`src/rtl/seq_inverse_shifter_if.sv`:
```
// Start/done handshake and operand bus between the ALU and the sequential inverse shifter.
// The master drives the request fields; the slave (the shifter) returns status and the result.
interface seq_inverse_shifter_if #(
  parameter int unsigned Width = 16,
  parameter int unsigned ValW  = 4
);
  logic             start;
  logic [Width-1:0] Shift_In;
  logic [ValW-1:0]  Shift_Val;
  logic [1:0]       Opcode;
  logic             busy;
  logic             done;
  logic [Width-1:0] Shift_Out;

  modport master (
    output start, Shift_In, Shift_Val, Opcode,
    input  busy, done, Shift_Out
  );

  modport slave (
    input  start, Shift_In, Shift_Val, Opcode,
    output busy, done, Shift_Out
  );
endinterface

```
`src/rtl/seq_inverse_shifter.sv`:
```
// Multi-cycle SRL/ROL/SLL unit: the shift amount is split into radix-3 digits (weights 1, 3, 9),
// one digit applied per cycle through a shared stage, giving a fixed accept-to-done latency of 4.
module seq_inverse_shifter #(
  parameter int unsigned Width = 16,  // only 16 is supported
  parameter int unsigned ValW  = 4
) (
  input logic                 clk,
  input logic                 rst_n,
  seq_inverse_shifter_if.slave bus
);

  typedef enum logic [2:0] {StIdle, StD0, StD1, StD2, StDone} state_e;

  localparam logic [4:0] WidthAmt = 5'(Width);

  state_e           state_q, state_d;
  logic [Width-1:0] work_q, work_d;
  logic [Width-1:0] out_q, out_d;
  logic [1:0]       op_q, op_d;
  logic [1:0]       d0_q, d0_d, d1_q, d1_d;
  logic             d2_q, d2_d;

  logic [1:0]       d0_new, d1_new;
  logic             d2_new;
  logic [ValW-1:0]  rem9;
  logic [3:0]       amt;
  logic [Width-1:0] stage_res;

  // Radix-3 decomposition of the requested amount (0..15).
  always_comb begin
    d2_new = (bus.Shift_Val >= ValW'(9));
    rem9   = d2_new ? (bus.Shift_Val - ValW'(9)) : bus.Shift_Val;
    case (rem9)
      4'd1:    {d1_new, d0_new} = 4'b00_01;
      4'd2:    {d1_new, d0_new} = 4'b00_10;
      4'd3:    {d1_new, d0_new} = 4'b01_00;
      4'd4:    {d1_new, d0_new} = 4'b01_01;
      4'd5:    {d1_new, d0_new} = 4'b01_10;
      4'd6:    {d1_new, d0_new} = 4'b10_00;
      4'd7:    {d1_new, d0_new} = 4'b10_01;
      4'd8:    {d1_new, d0_new} = 4'b10_10;
      default: {d1_new, d0_new} = 4'b00_00;
    endcase
  end

  // Amount for the digit owned by the current state.
  always_comb begin
    amt = 4'd0;
    unique case (state_q)
      StD0:    amt = {2'b00, d0_q};
      StD1:    amt = {1'b0, d1_q, 1'b0} + {2'b00, d1_q};
      StD2:    amt = d2_q ? 4'd9 : 4'd0;
      default: amt = 4'd0;
    endcase
  end

  always_comb begin
    unique case (op_q)
      2'b00:   stage_res = work_q >> amt;
      // amt == 0 makes the right-hand shift equal the width, which yields zero.
      2'b01:   stage_res = (work_q << amt) | (work_q >> (WidthAmt - {1'b0, amt}));
      2'b10:   stage_res = work_q << amt;
      default: stage_res = work_q;
    endcase
  end

  always_comb begin
    state_d = state_q;
    work_d  = work_q;
    out_d   = out_q;
    op_d    = op_q;
    d0_d    = d0_q;
    d1_d    = d1_q;
    d2_d    = d2_q;
    unique case (state_q)
      StIdle: begin
        if (bus.start) begin
          state_d = StD0;
          work_d  = bus.Shift_In;
          op_d    = bus.Opcode;
          if (bus.Opcode == 2'b11) begin
            d0_d = 2'd0;
            d1_d = 2'd0;
            d2_d = 1'b0;
          end else begin
            d0_d = d0_new;
            d1_d = d1_new;
            d2_d = d2_new;
          end
        end
      end
      StD0: begin
        work_d  = stage_res;
        state_d = StD1;
      end
      StD1: begin
        work_d  = stage_res;
        state_d = StD2;
      end
      StD2: begin
        out_d   = stage_res;
        state_d = StDone;
      end
      StDone:  state_d = StIdle;
      default: state_d = StIdle;
    endcase
  end

  always_ff @(posedge clk or negedge rst_n) begin
    if (!rst_n) begin
      state_q <= StIdle;
      work_q  <= '0;
      out_q   <= '0;
      op_q    <= 2'b00;
      d0_q    <= 2'd0;
      d1_q    <= 2'd0;
      d2_q    <= 1'b0;
    end else begin
      state_q <= state_d;
      work_q  <= work_d;
      out_q   <= out_d;
      op_q    <= op_d;
      d0_q    <= d0_d;
      d1_q    <= d1_d;
      d2_q    <= d2_d;
    end
  end

  assign bus.busy      = (state_q != StIdle);
  assign bus.done      = (state_q == StDone);
  assign bus.Shift_Out = out_q;

endmodule

```
`src/flat_wrapper.sv`:
```
// flat-port wrapper written by rule: the top's interface ports become plain ports
module seq_inverse_shifter_flat 
#(
  parameter int unsigned Width = 16,                         
  parameter int unsigned ValW  = 4
)
  (clk, rst_n, bus_start, bus_Shift_In, bus_Shift_Val, bus_Opcode, bus_busy, bus_done, bus_Shift_Out);
  seq_inverse_shifter_if #(.Width(Width), .ValW(ValW)) bus_i ();
  input logic clk;
  input logic rst_n;
  input wire logic [$bits(bus_i.start)-1:0] bus_start;
  input wire logic [$bits(bus_i.Shift_In)-1:0] bus_Shift_In;
  input wire logic [$bits(bus_i.Shift_Val)-1:0] bus_Shift_Val;
  input wire logic [$bits(bus_i.Opcode)-1:0] bus_Opcode;
  output wire logic [$bits(bus_i.busy)-1:0] bus_busy;
  output wire logic [$bits(bus_i.done)-1:0] bus_done;
  output wire logic [$bits(bus_i.Shift_Out)-1:0] bus_Shift_Out;
  assign bus_i.start = bus_start;
  assign bus_i.Shift_In = bus_Shift_In;
  assign bus_i.Shift_Val = bus_Shift_Val;
  assign bus_i.Opcode = bus_Opcode;
  assign bus_busy = bus_i.busy;
  assign bus_done = bus_i.done;
  assign bus_Shift_Out = bus_i.Shift_Out;
  seq_inverse_shifter #(.Width(Width), .ValW(ValW)) u_core (.clk(clk), .rst_n(rst_n), .bus(bus_i));
endmodule
```
`config.mk`:
```
export PLATFORM = sky130hd
export DESIGN_NAME = seq_inverse_shifter_flat
export DESIGN_NICKNAME = d
export VERILOG_FILES = /design/src/rtl/seq_inverse_shifter_if.sv /design/src/rtl/seq_inverse_shifter.sv /design/src/flat_wrapper.sv
export SDC_FILE = /design/constraint.sdc
export NUM_CORES = 1
export LEC_CHECK = 0
export CAP_MARGIN = 20
export CORE_MARGIN = 2
export CORE_UTILIZATION = 54
export CTS_CLUSTER_DIAMETER = 120
export DETAILED_ROUTE_END_ITERATION = 7
export PLACE_DENSITY = 0.81
export SYNTH_ARGS = -nofsm -noshare
export SYNTH_HDL_FRONTEND = slang
export SYNTH_SLANG_ARGS = --single-unit
```
`constraint.sdc`:
```
create_clock -name clk -period 5.8 [get_ports clk]
set_input_delay 1.16 -clock clk [delete_from_list [all_inputs] [get_ports clk]]
set_output_delay 1.16 -clock clk [all_outputs]
set_load 0.01 [all_outputs]
```
==> insert_results.sql, run 1 <==
INSERT INTO impl_metrics (metric_group, metric, value, unit) VALUES
('floorplanning', 'fp.dieH', '94.8', 'µm'),
('clock_network', 'cts.root.buffer_cell', 'clkbuf_8', ''),
('setup_path', 'critPathCaptureType', 'flip-flop', ''),
('global_routing', 'grt.total_usage', '38.3', '%'),
('yosys', 'fraction_of_the_yosys_area_taken_by_sequential_cells', '23.6', '%'),
('yosys', 'postSynthAreaPerCell', '7.98', 'µm²'),
('yosys', 'synth_area_leaders', 'dfrtp_1 24%, mux4_2 7.1%, nand2_1 5.5%, mux2i_1 4.9%, a21oi_1 4.5%', ''),
('finish', 'layout-area-overhead-vs-synth', '13.4', '%'),
('yosys', 'ys_ff_latch', '42', ''),
('setup_path', 'critPathSlowestCell', 'xnor2_2', ''),
('floorplanning', 'die-area', '0.00899', 'mm²'),
('drt', 'vias', '5003', ''),
('timing', 'clock-skew-final', '12.0', 'ps'),
('setup_path', 'family_with_the_most_delay_on_the_worst_path', 'compound AO/OA/AOI/OAI gates', ''),
('timing', 'final_period_minus_worst_setup_slack', '4070', 'ps'),
('finish', 'antenna_cells_inserted', '0', ''),
('drt', 'wl_per_cell', '24.6', 'µm'),
('floorplanning', 'row_cnt', '33', ''),
('yosys', 'post_synthesis_cell_type_with_the_largest_combined_area', 'dfrtp_1', ''),
('clock_network', 'cts_hold_buf', '0', ''),
('floorplanning', 'initial_utilization', '55.0', '%'),
('yosys', 'number_of_enable_type_register_cells_in_the_synthesized_netlist', '0', ''),
('setup_path', 'timing.critical_path.fanout_max', '16', ''),
('finish', 'fraction_of_final_layout_cells_with_drive_strength_greater_than_1', '10.7', '%'),
('yosys', 'post_synth_inst_count', '558', ''),
('setup_path', 'worst-path-buf-inv', '4', ''),
('timing', 'final-setup-viol-count', '0', ''),
('placed_design', 'routabilityCongestion', '1.01', ''),
('worst_hold_path', 'hp-class', 'reg -> reg', ''),
('clock_network', 'cts-buffers-inserted', '5', ''),
('setup_path', 'crit_type', 'reg -> reg', ''),
('run_status', 'run_status', 'complete, no violations', ''),
('yosys', 'ys_warn_count', '0', ''),
('clock_network', 'cts_tree', 'built', ''),
('drt', 'detail_route.vias_per_cell', '7.30', ''),
('timing', 'timing.final.hold_violations', '0', ''),
('timing', 'timing.fmax', '246', 'MHz'),
('drt', 'route.antenna.remaining_nets', '0', ''),
('setup_path', 'cp_slowest_stage_delay', '670', 'ps'),
('drt', 'drt_pass1_iterations', '5', ''),
('yosys', 'synth_async_sr_flop_share', '100', '%'),
('clock_network', 'cts.reportedPaths.clkPinSlew', '90', 'ps'),
('setup_path', 'timing.critical_path.arrival', '4300', 'ps'),
('yosys', 'syn_area', '0.00445', 'mm²'),
('setup_path', 'worstPathCellList', 'inv_1 > ha_1 > or3b_1 > a21oi_2 > buf_4 > inv_2 > ha_1 > xnor2_2 > buf_4 > mux4_2 > nor2b_1 > a21oi_1 > o211ai_1 > a21oi_1', ''),
('global_routing', 'maximum_number_of_pins_on_one_net_before_global_route_repair', '43', ''),
('placed_design', 'io_buffer_count', '42', ''),
('floorplanning', 'ioPinCount', '43', ''),
('drt', 'drc_errors', '0', ''),
('setup_path', 'crit_required', '6030', 'ps'),
('timing', 'maxSlewHeadroom', '28.3', '%'),
('placed_design', 'total_half_perimeter_wirelength_after_legalization_and_detailed_placement', '12200', 'µm'),
('global_routing', 'initial_antenna_violation_count', '0', ''),
('clock_network', 'ctsLongestPathBuffers', '2', ''),
('yosys', 'synth-main-ff-cell', 'dfrtp_1', ''),
('yosys', 'synth_top_cell_area_share', '23.6', '%'),
('global_routing', 'grt_first_pass_wirelength', '26100', 'µm'),
('timing', 'grt_setup_unrepaired', 'no', ''),
('timing', 'report.final.slew_viol_count', '0', ''),
('job', 'max_cap_violation_count', '0', ''),
('timing', 'slew_of_the_pin_with_the_lowest_slew_margin', '1060', 'ps'),
('drt', 'initialDrtViolationCount', '570', ''),
('finish', 'n_fill_cell', '734', ''),
('clock_network', 'clock-sinks', '42', ''),
('drt', 'drt-total-wl', '16800', 'µm'),
('clock_network', 'cts_resized', '0', ''),
('clock_network', 'cts.htree.levels', '2', ''),
('clock_network', 'clk_latency', '300', 'ps'),
('yosys', 'syn-num-nets', '592', ''),
('setup_path', 'timing.critical_path.from_type', 'flip-flop', ''),
('floorplanning', 'core', '0.00809', 'mm²'),
('global_routing', 'global_route.overflow_total', '0', ''),
('finish', 'final_net_count', '613', ''),
('floorplanning', 'die-width', '94.8', 'µm'),
('yosys', 'netlist-cell-type-count', '79', ''),
('global_routing', 'first_global_vias', '4641', ''),
('timing', 'tns', '0', 'ps'),
('clock_network', 'cts_post_setup_buffers_inserted', '0', ''),
('timing', 'layout_worst_path_cycle_share', '70.2', '%');
per-layer routing:
metal | track usage (%) | share of wire, %
met4 | 16.2 | 5.4
met5 | 0 | 0
met2 | 60.6 | 46
met3 | 9.26 | 12
met1 | 50.1 | 37
worst register-to-register path: cells and delay by family, from the launching register on:
family	cells	cell delay, ps
simple gates	2	500
fa+ha+maj	2	590
xor+xnor	1	670
flops	1	440
mux	1	480
compound gates	4	680
buf+inv	4	630
area by class of cell:
type                            count  area, µm²  share of cell area [%]
Clock inverter                      3       68.8                    1.36
Timing Repair Buffer               54        505                    10.0
Multi-Input combinational cell    459       3160                    62.6
Tap cell                          105        131                    2.60
Inverter                           17       66.3                    1.31
Sequential cell                    42       1050                    20.8
Clock buffer                        5       68.8                    1.36
cell families (layout without fill, tap and decap cells):
family	after synthesis	after routing	share of synthesized area [%]
muxes	49	49	15.7
AOI/OAI and AO/OA	200	200	30.3
xor gates and xnor gates	4	4	0.955
and+or+nand+nor	197	197	21.4
DFF	42	42	23.6
buffers and inverters	57	79	5.45
adders and majority gates	9	9	2.53
cell usage after synthesis (3+ instances only):
master and count:
nand2_1 65, nor2_1 47, dfrtp_1 42, a21oi_1 40, o21ai_0 38, clkbuf_1 29
mux2i_1 22, nor3_1 19, nand3_1 16, mux4_2 14, o211ai_1 14, inv_1 13
o22ai_1 13, a211oi_1 12, a31oi_1 11, mux2_2 10, ha_1 9, nand2b_1 7
nor2b_1 7, o31ai_1 6, a221oi_1 5, a22o_1 5, and3b_1 5, buf_2 5
nand4_1 5, o21ai_1 5, or2_2 5, a22oi_1 4, and2_1 4, a211o_1 3
a221o_1 3, a32oi_1 3, and3_1 3, o2111ai_1 3, o21a_1 3, o32ai_1 3
o41ai_1 3, xnor2_1 3
stage by stage:
| step | setup WS, ps | util (%) | area (µm²) | instances | hold WS, ps |
|---|---|---|---|---|---|
| finish | 1730 | 62.4 | 5050 | 685 | 484 |
| global route | 1530 | 62.4 | 5050 | 685 | 518 |
| CTS | 1800 | 62.4 | 5050 | 685 | 491 |
| detailed placement | 1810 | 60.7 | 4910 | 677 | 470 |
| global placement | 1910 | 60.7 | 4910 | 677 | 464 |
| floorplan | 1950 | - | 4450 | 558 | 450 |
placed cells by master (no fill, tap or decap), drive strengths merged, types with 5 or more instances in the layout:
master          n
and3b           5
nand3          16
o31ai           6
mux4           14
nand2          65
a31oi          11
a221oi          5
inv            15
o211ai         14
nor2           47
mux2           12
a22o            5
nor2b           7
clkbuf          5
o21ai          45
buf            13
nand2b          7
o22ai          13
ha              9
mux2i          23
a21oi          41
dfrtp          42
nor3           20
or2             6
clkdlybuf4s50  41
nand4           5
a211oi         12
path summary, 6_finish.rpt:
check / start / to / slack [ps] / depth (start not counted)
worst max-delay path: u_core.d1_q[0] / u_core.work_q[5] / 1730 / 14
worst min-delay path: u_core.bus.Shift_Out[2] / u_core.bus.Shift_Out[2] / 480 / 2
worst max register to register: u_core.d1_q[0] / u_core.work_q[5] / 1730 / 14
worst min register to register: u_core.bus.Shift_Out[2] / u_core.bus.Shift_Out[2] / 480 / 2
max in group asynchronous: rst_n / u_core.work_q[14] / 4230 / 1
min in group asynchronous: rst_n / u_core.work_q[15] / 1000 / 1
sequential cells by signal, indices dropped and copies added (netlist names):
| name | count |
|---|---|
| u_core.d1_q | 2 |
| u_core.state_q | 3 |
| u_core.d0_q | 2 |
| u_core.bus.Shift_Out | 16 |
| u_core.d2_q | 1 |
| u_core.op_q | 2 |
| u_core.work_q | 16 |
Power of run 1 is not shown: default switching activity piles up to over one toggle a cycle in this logic, so the estimate is an artifact.
==> run 2, diff against run 1 <==
==> constraint.sdc (replaced) <==
create_clock -name clk -period 4.2 [get_ports clk]
set_input_delay 0.84 -clock clk [delete_from_list [all_inputs] [get_ports clk]]
set_output_delay 0.84 -clock clk [all_outputs]
set_load 0.01 [all_outputs]
==> run 2 against run 1 <==
Net effect: critical path depth fell by 1; routed wire length shrank 2.1%; global-route usage shrank 0.22 points; clock-buffer cell count unchanged; final cell count grew 1.2%; design area rose by 0.62%; non-clock buffer count rose by 8; critical path type unchanged.
==> insert_results.sql, run 2 (synthesis gave the netlist of run 1 again) <==
INSERT INTO impl_metrics (metric_group, metric, value, unit) VALUES
('clock_network', 'cts.reportedPaths.clkPinSlew', '90', 'ps'),
('floorplanning', 'fp.dieH', '94.8', 'µm'),
('timing', 'layout_setup_ws', '268', 'ps'),
('finish', 'final_net_count', '621', ''),
('floorplanning', 'initial_utilization', '55.0', '%'),
('clock_network', 'cts_resized', '0', ''),
('timing', 'slew_of_the_pin_with_the_lowest_slew_margin', '930', 'ps'),
('placed_design', 'routabilityCongestion', '1.09', ''),
('run_status', 'run_status', 'complete, no violations', ''),
('setup_path', 'timing.critical_path.from_type', 'flip-flop', ''),
('timing', 'final-setup-viol-count', '0', ''),
('setup_path', 'timing.critical_path.fanout_max', '5', ''),
('clock_network', 'cts_post_setup_buffers_inserted', '0', ''),
('placed_design', 'total_half_perimeter_wirelength_after_legalization_and_detailed_placement', '12200', 'µm'),
('finish', 'final_cell_mix', '65 x nand2_1, 47 x nor2_1, 42 x dfrtp_1', ''),
('placed_design', 'dp_slack', '319', 'ps'),
('timing', 'timing.fmax', '254', 'MHz'),
('global_routing', 'grt_first_pass_wirelength', '25900', 'µm'),
('floorplanning', 'ioPinCount', '43', ''),
('setup_path', 'worst-path-buf-inv', '2', ''),
('floorplanning', 'die-area', '0.00899', 'mm²'),
('finish', 'final_common_cell', 'nand2_1', ''),
('setup_path', 'worstPathCellList', 'inv_1 > ha_1 > or3b_1 > a21oi_2 > inv_2 > ha_1 > xnor2_1 > mux2i_1 > o22a_1 > o21ai_0 > a221o_1 > a211oi_1 > a21oi_1', ''),
('floorplanning', 'die-width', '94.8', 'µm'),
('global_routing', 'grt.met3_usage', '7.34', '%'),
('setup_path', 'family_with_the_most_delay_on_the_worst_path', 'compound AO/OA/AOI/OAI gates', ''),
('finish', 'antenna_cells_inserted', '0', ''),
('drt', 'initialDrtViolationCount', '672', ''),
('global_routing', 'global_route.overflow_total', '0', ''),
('clock_network', 'cts.htree.levels', '2', ''),
('drt', 'route.antenna.remaining_nets', '0', ''),
('drt', 'detail_route.vias_per_cell', '7.23', ''),
('timing', 'timing.final.hold_violations', '0', ''),
('setup_path', 'critPathSlowestCell', 'a211oi_1', ''),
('setup_path', 'cp_slowest_stage_delay', '640', 'ps'),
('clock_network', 'ctsLongestPathBuffers', '2', ''),
('clock_network', 'cts_tree', 'built', ''),
('setup_path', 'crit_type', 'reg -> reg', ''),
('timing', 'grt_setup_unrepaired', 'no', ''),
('timing', 'maxSlewHeadroom', '38.0', '%'),
('finish', 'post-route-cell-area', '0.00508', 'mm²'),
('floorplanning', 'row_cnt', '33', ''),
('timing', 'tns', '0', 'ps'),
('setup_path', 'critPathCaptureType', 'flip-flop', ''),
('global_routing', 'grt.busiest_layer', 'met2', ''),
('drt', 'drt-total-wl', '16500', 'µm'),
('timing', 'layout_worst_path_cycle_share', '93.6', '%'),
('global_routing', 'initial_antenna_violation_count', '0', ''),
('global_routing', 'first_global_vias', '4615', ''),
('placed_design', 'io_buffer_count', '42', ''),
('worst_hold_path', 'hp-class', 'reg -> reg', ''),
('clock_network', 'cts-buffers-inserted', '5', ''),
('drt', 'drt_pass1_iterations', '6', ''),
('floorplanning', 'core', '0.00809', 'mm²'),
('setup_path', 'crit_required', '4360', 'ps'),
('global_routing', 'grtUsageMet1', '51.7', '%'),
('finish', 'layout-area-overhead-vs-synth', '14.1', '%'),
('placed_design', 'postPlaceCellArea', '0.00497', 'mm²'),
('timing', 'final_period_minus_worst_setup_slack', '3930', 'ps'),
('drt', 'vias', '5012', ''),
('timing', 'clock-skew-final', '11.2', 'ps'),
('job', 'max_cap_violation_count', '0', ''),
('setup_path', 'timing.critical_path.arrival', '4090', 'ps'),
('finish', 'fraction_of_final_layout_cells_with_drive_strength_greater_than_1', '11.9', '%'),
('clock_network', 'cts.root.buffer_cell', 'clkbuf_8', ''),
('global_routing', 'gr-usage-met2', '59.2', '%'),
('timing', 'report.final.slew_viol_count', '0', ''),
('drt', 'drc_errors', '0', ''),
('global_routing', 'maximum_number_of_pins_on_one_net_before_global_route_repair', '43', ''),
('clock_network', 'clk_latency', '300', 'ps'),
('clock_network', 'clock-sinks', '42', ''),
('setup_path', 'path_common_cell', 'ha_1', ''),
('drt', 'wl_per_cell', '23.7', 'µm'),
('clock_network', 'cts_hold_buf', '0', ''),
('global_routing', 'grt.total_usage', '38.1', '%');
==> run 2: cell types whose count changed in the layout (fill, tap and decap cells not counted) <==
cell / before / now
buf_4: 12 / 20
bufinv_16: 2 / 1
clkinv_4: 1 / 0
clkinv_2: 0 / 2
==> run 2: area by class of cell <==
| class | instances | area (µm²) |
|---|---|---|
| Clock buffer | 5 | 68.8 |
| Multi-Input combinational cell | 459 | 3160 |
| Clock inverter | 3 | 40.0 |
| Timing Repair Buffer | 62 | 566 |
| Tap cell | 105 | 131 |
| Sequential cell | 42 | 1050 |
| Fill cell | 709 | 3010 |
| Inverter | 17 | 66.3 |
==> run 2: routing by layer <==
layer | routed length (µm) | vias to the layer above
met3 | 1790 | 80
met1 | 6300 | 2358
met5 | 0 | -
met2 | 7490 | 381
met4 | 880 | 0
li1 | - | 2193
==> run 2: worst paths after layout <==
path	cells after the start	to	startpoint	slack [ps]
min in group asynchronous	1	u_core.bus.Shift_Out[6]	rst_n	680
setup reg to reg	13	u_core.work_q[3]	u_core.d1_q[0]	270
hold / removal	2	u_core.bus.Shift_Out[3]	u_core.bus.Shift_Out[3]	490
setup / recovery	13	u_core.work_q[3]	u_core.d1_q[0]	270
hold reg to reg	2	u_core.bus.Shift_Out[3]	u_core.bus.Shift_Out[3]	490
max in group asynchronous	1	u_core.bus.Shift_Out[14]	rst_n	2940
==> run 2: tightest hold or removal path, delay by kind of cell (launching register included) <==
family	cells	cell delay, ps
flops	1	350
simple gates	1	50
compound gates	1	60
==> run 2: per-stage QoR <==
step	hold WS (ps)	std cells	util, %
global placement	464	685	61.5
detailed placement	474	685	61.5
finish	489	693	62.8
floorplan	450	558	-
CTS	492	693	62.8
global route	521	693	62.8
Power of run 2 is left out for the same reason.
==> run 3, diff against run 2 <==
--- a/config.mk
+++ b/config.mk
@@ -10,6 +10,7 @@
 export CORE_UTILIZATION = 54
 export CTS_CLUSTER_DIAMETER = 120
 export DETAILED_ROUTE_END_ITERATION = 7
+export GPL_TIMING_DRIVEN = 1
 export PLACE_DENSITY = 0.81
 export SYNTH_ARGS = -nofsm -noshare
 export SYNTH_HDL_FRONTEND = slang
==> results of run 3 <==
The final DEF is identical to that of run 2; final timing and power are the same.
Power of run 3 is left out for the same reason.
==> RTL change, RTL diff (flow settings as in run 2) <==
`ValW` is set to 4 in 3 places; all go to 8.
--- a/src/rtl/seq_inverse_shifter_if.sv
+++ b/src/rtl/seq_inverse_shifter_if.sv
@@ -3,5 +3,5 @@
 interface seq_inverse_shifter_if #(
   parameter int unsigned Width = 16,
-  parameter int unsigned ValW  = 4
+  parameter int unsigned ValW  = 8
 );
   logic             start;
--- a/src/rtl/seq_inverse_shifter.sv
+++ b/src/rtl/seq_inverse_shifter.sv
@@ -3,5 +3,5 @@
 module seq_inverse_shifter #(
   parameter int unsigned Width = 16,  // only 16 is supported
-  parameter int unsigned ValW  = 4
+  parameter int unsigned ValW  = 8
 ) (
   input logic                 clk,
--- a/src/flat_wrapper.sv
+++ b/src/flat_wrapper.sv
@@ -3,5 +3,5 @@
 #(
   parameter int unsigned Width = 16,                         
-  parameter int unsigned ValW  = 4
+  parameter int unsigned ValW  = 8
 )
   (clk, rst_n, bus_start, bus_Shift_In, bus_Shift_Val, bus_Opcode, bus_busy, bus_done, bus_Shift_Out);
Ports: changed (resized bus_Shift_Val); port bits go from 43 to 47. No check against the original RTL was run, so the function may have changed too.
==> RTL change against run 2 <==
Area after synthesis increased by 6.4%. Final area rose by 5.3%. Setup slack improved by 0.15 ns. Worst hold slack gained 0.019 ns. Routed wire length up 20%. Sequential cell count stayed put. Maximum frequency rose by 3.8%. Highest routed layer unchanged.
==> RTL change: results (changes against run 2) <==
Parameter                              Value

Routing
  Routed wire length on met2    8480 um (+13%)
  Routed vias    5757 (+15%)
  Routed wire length on met3    2730 um (+52%)
  Detail-routed net length per standard cell    25.5 um (+7.4%)
  Met1 wire length    7230 um (+15%)

Yosys
  Post-Syn Area per Cell    7.29 um2 (-8.6%)
  Post-synthesis sequential area ratio    0.222 (-0.0143)
  Leading post-synthesis cells by cell area    sky130_fd_sc_hd__dfrtp_1, sky130_fd_sc_hd__o21ai_0, sky130_fd_sc_hd__a21oi_1
  Area fraction in compound gates after synthesis    0.375 (+0.0711)
  Top cells by instance count after synthesis    sky130_fd_sc_hd__o21ai_0, sky130_fd_sc_hd__nand2_1, sky130_fd_sc_hd__a21oi_1, sky130_fd_sc_hd__nor2_1, sky130_fd_sc_hd__dfrtp_1
  Area share of fa/ha/maj cells after synthesis    0.0211 (-0.00417)
  Mux cell area share after synthesis    0.0728 (-0.0845)

Placed design
  Final estimated routing congestion in global placement    1.11 (+1.8%)
  Pre-CTS setup slack    0.519 ns (+0.200 ns)
  Port Buffers    46 (+9.5%)
  Post-detailed-placement cell area    5250 um2 (+5.4%)
  Detailed placement HPWL    14600 um (+20%)

Worst setup path
  Largest driver fanout on the critical path    16 (+11)
  Setup slack of the worst register-to-register path    0.41 ns (+0.15 ns)
  Standard cell with the maximum stage delay on the critical path    sky130_fd_sc_hd__or4b_1
  Largest incremental delay on the critical path    0.84 ns (+0.20 ns)
  Depth of the most critical reg-to-reg path    10 (-3)
  Capturing instance or port of the critical path    u_core.bus.Shift_Out[8]

Layout
  Layout cells sized above 1    0.0931 (-0.0260)
  Number of fill cells    739 (+4.2%)
  Non-filler instance count after layout    774 (+12%)
  Final-stage net count    702 (+13%)

GRT
  Routing usage on met2    0.628 (+0.0359)
  Global routing met3 resource utilization    0.106 (+0.0323)
  Via count of the first global-routing pass    5481 (+19%)
  GRT Total Usage    0.413 (+0.0316)
  Met1 Use GR    0.532 (+0.0148)
  Wire length of the first global-routing pass    31000 um (+20%)

Timing
  Shortest clock period the worst path allows after layout    3.79 ns (-0.146 ns)
  Worst setup skew after layout    0.0133 ns (+0.00217 ns)
  Transition time at the pin with the least slew margin    0.934 ns (+0.00392 ns)

Status
  Outcome    complete, no violations
RTL change: cell types whose count changed after synthesis, moves of 6 or more:
cell / change
sky130_fd_sc_hd__nor2b_1: +6
sky130_fd_sc_hd__nand2_1: -6
sky130_fd_sc_hd__o21ai_0: +24
sky130_fd_sc_hd__mux4_2: -14
sky130_fd_sc_hd__a211oi_1: -6
sky130_fd_sc_hd__buf_2: +12
sky130_fd_sc_hd__nand3_1: +19
sky130_fd_sc_hd__o21ai_1: +13
sky130_fd_sc_hd__mux2i_1: -6
sky130_fd_sc_hd__a21oi_1: +15
sky130_fd_sc_hd__clkbuf_1: +10
RTL change: cell type report:
cell class | count | area, um2 | share of cell area
multi-input combinational | 529 | 3360 | 0.628
sequential | 42 | 1050 | 0.196
timing repair buffer | 70 | 636 | 0.119
tap | 108 | 135 | 0.0253
clock buffer | 7 | 76.3 | 0.0143
inverter | 17 | 63.8 | 0.0119
clock inverter | 1 | 30.0 | 0.00561
RTL change: how the worst min path moves through the flow:
stage                        startpoint                  endpoint  slack (ns)
2_1_floorplan            u_core.d1_q[1]            u_core.d1_q[1]        0.50
3_3_place_gp   u_core.bus.Shift_Out[12]  u_core.bus.Shift_Out[12]        0.47
3_5_place_dp    u_core.bus.Shift_Out[0]   u_core.bus.Shift_Out[0]        0.48
4_1_cts         u_core.bus.Shift_Out[0]   u_core.bus.Shift_Out[0]        0.50
5_1_grt         u_core.bus.Shift_Out[5]   u_core.bus.Shift_Out[5]        0.55
6_report        u_core.bus.Shift_Out[0]   u_core.bus.Shift_Out[0]        0.51
RTL change: report_power, final:
part / internal, W / switching [W]
Combinational: 0.00135 / 0.00223
Clock: 0.000178 / 0.000141
Sequential: 0.000598 / 0.000474
Total: 0.00213 / 0.00285
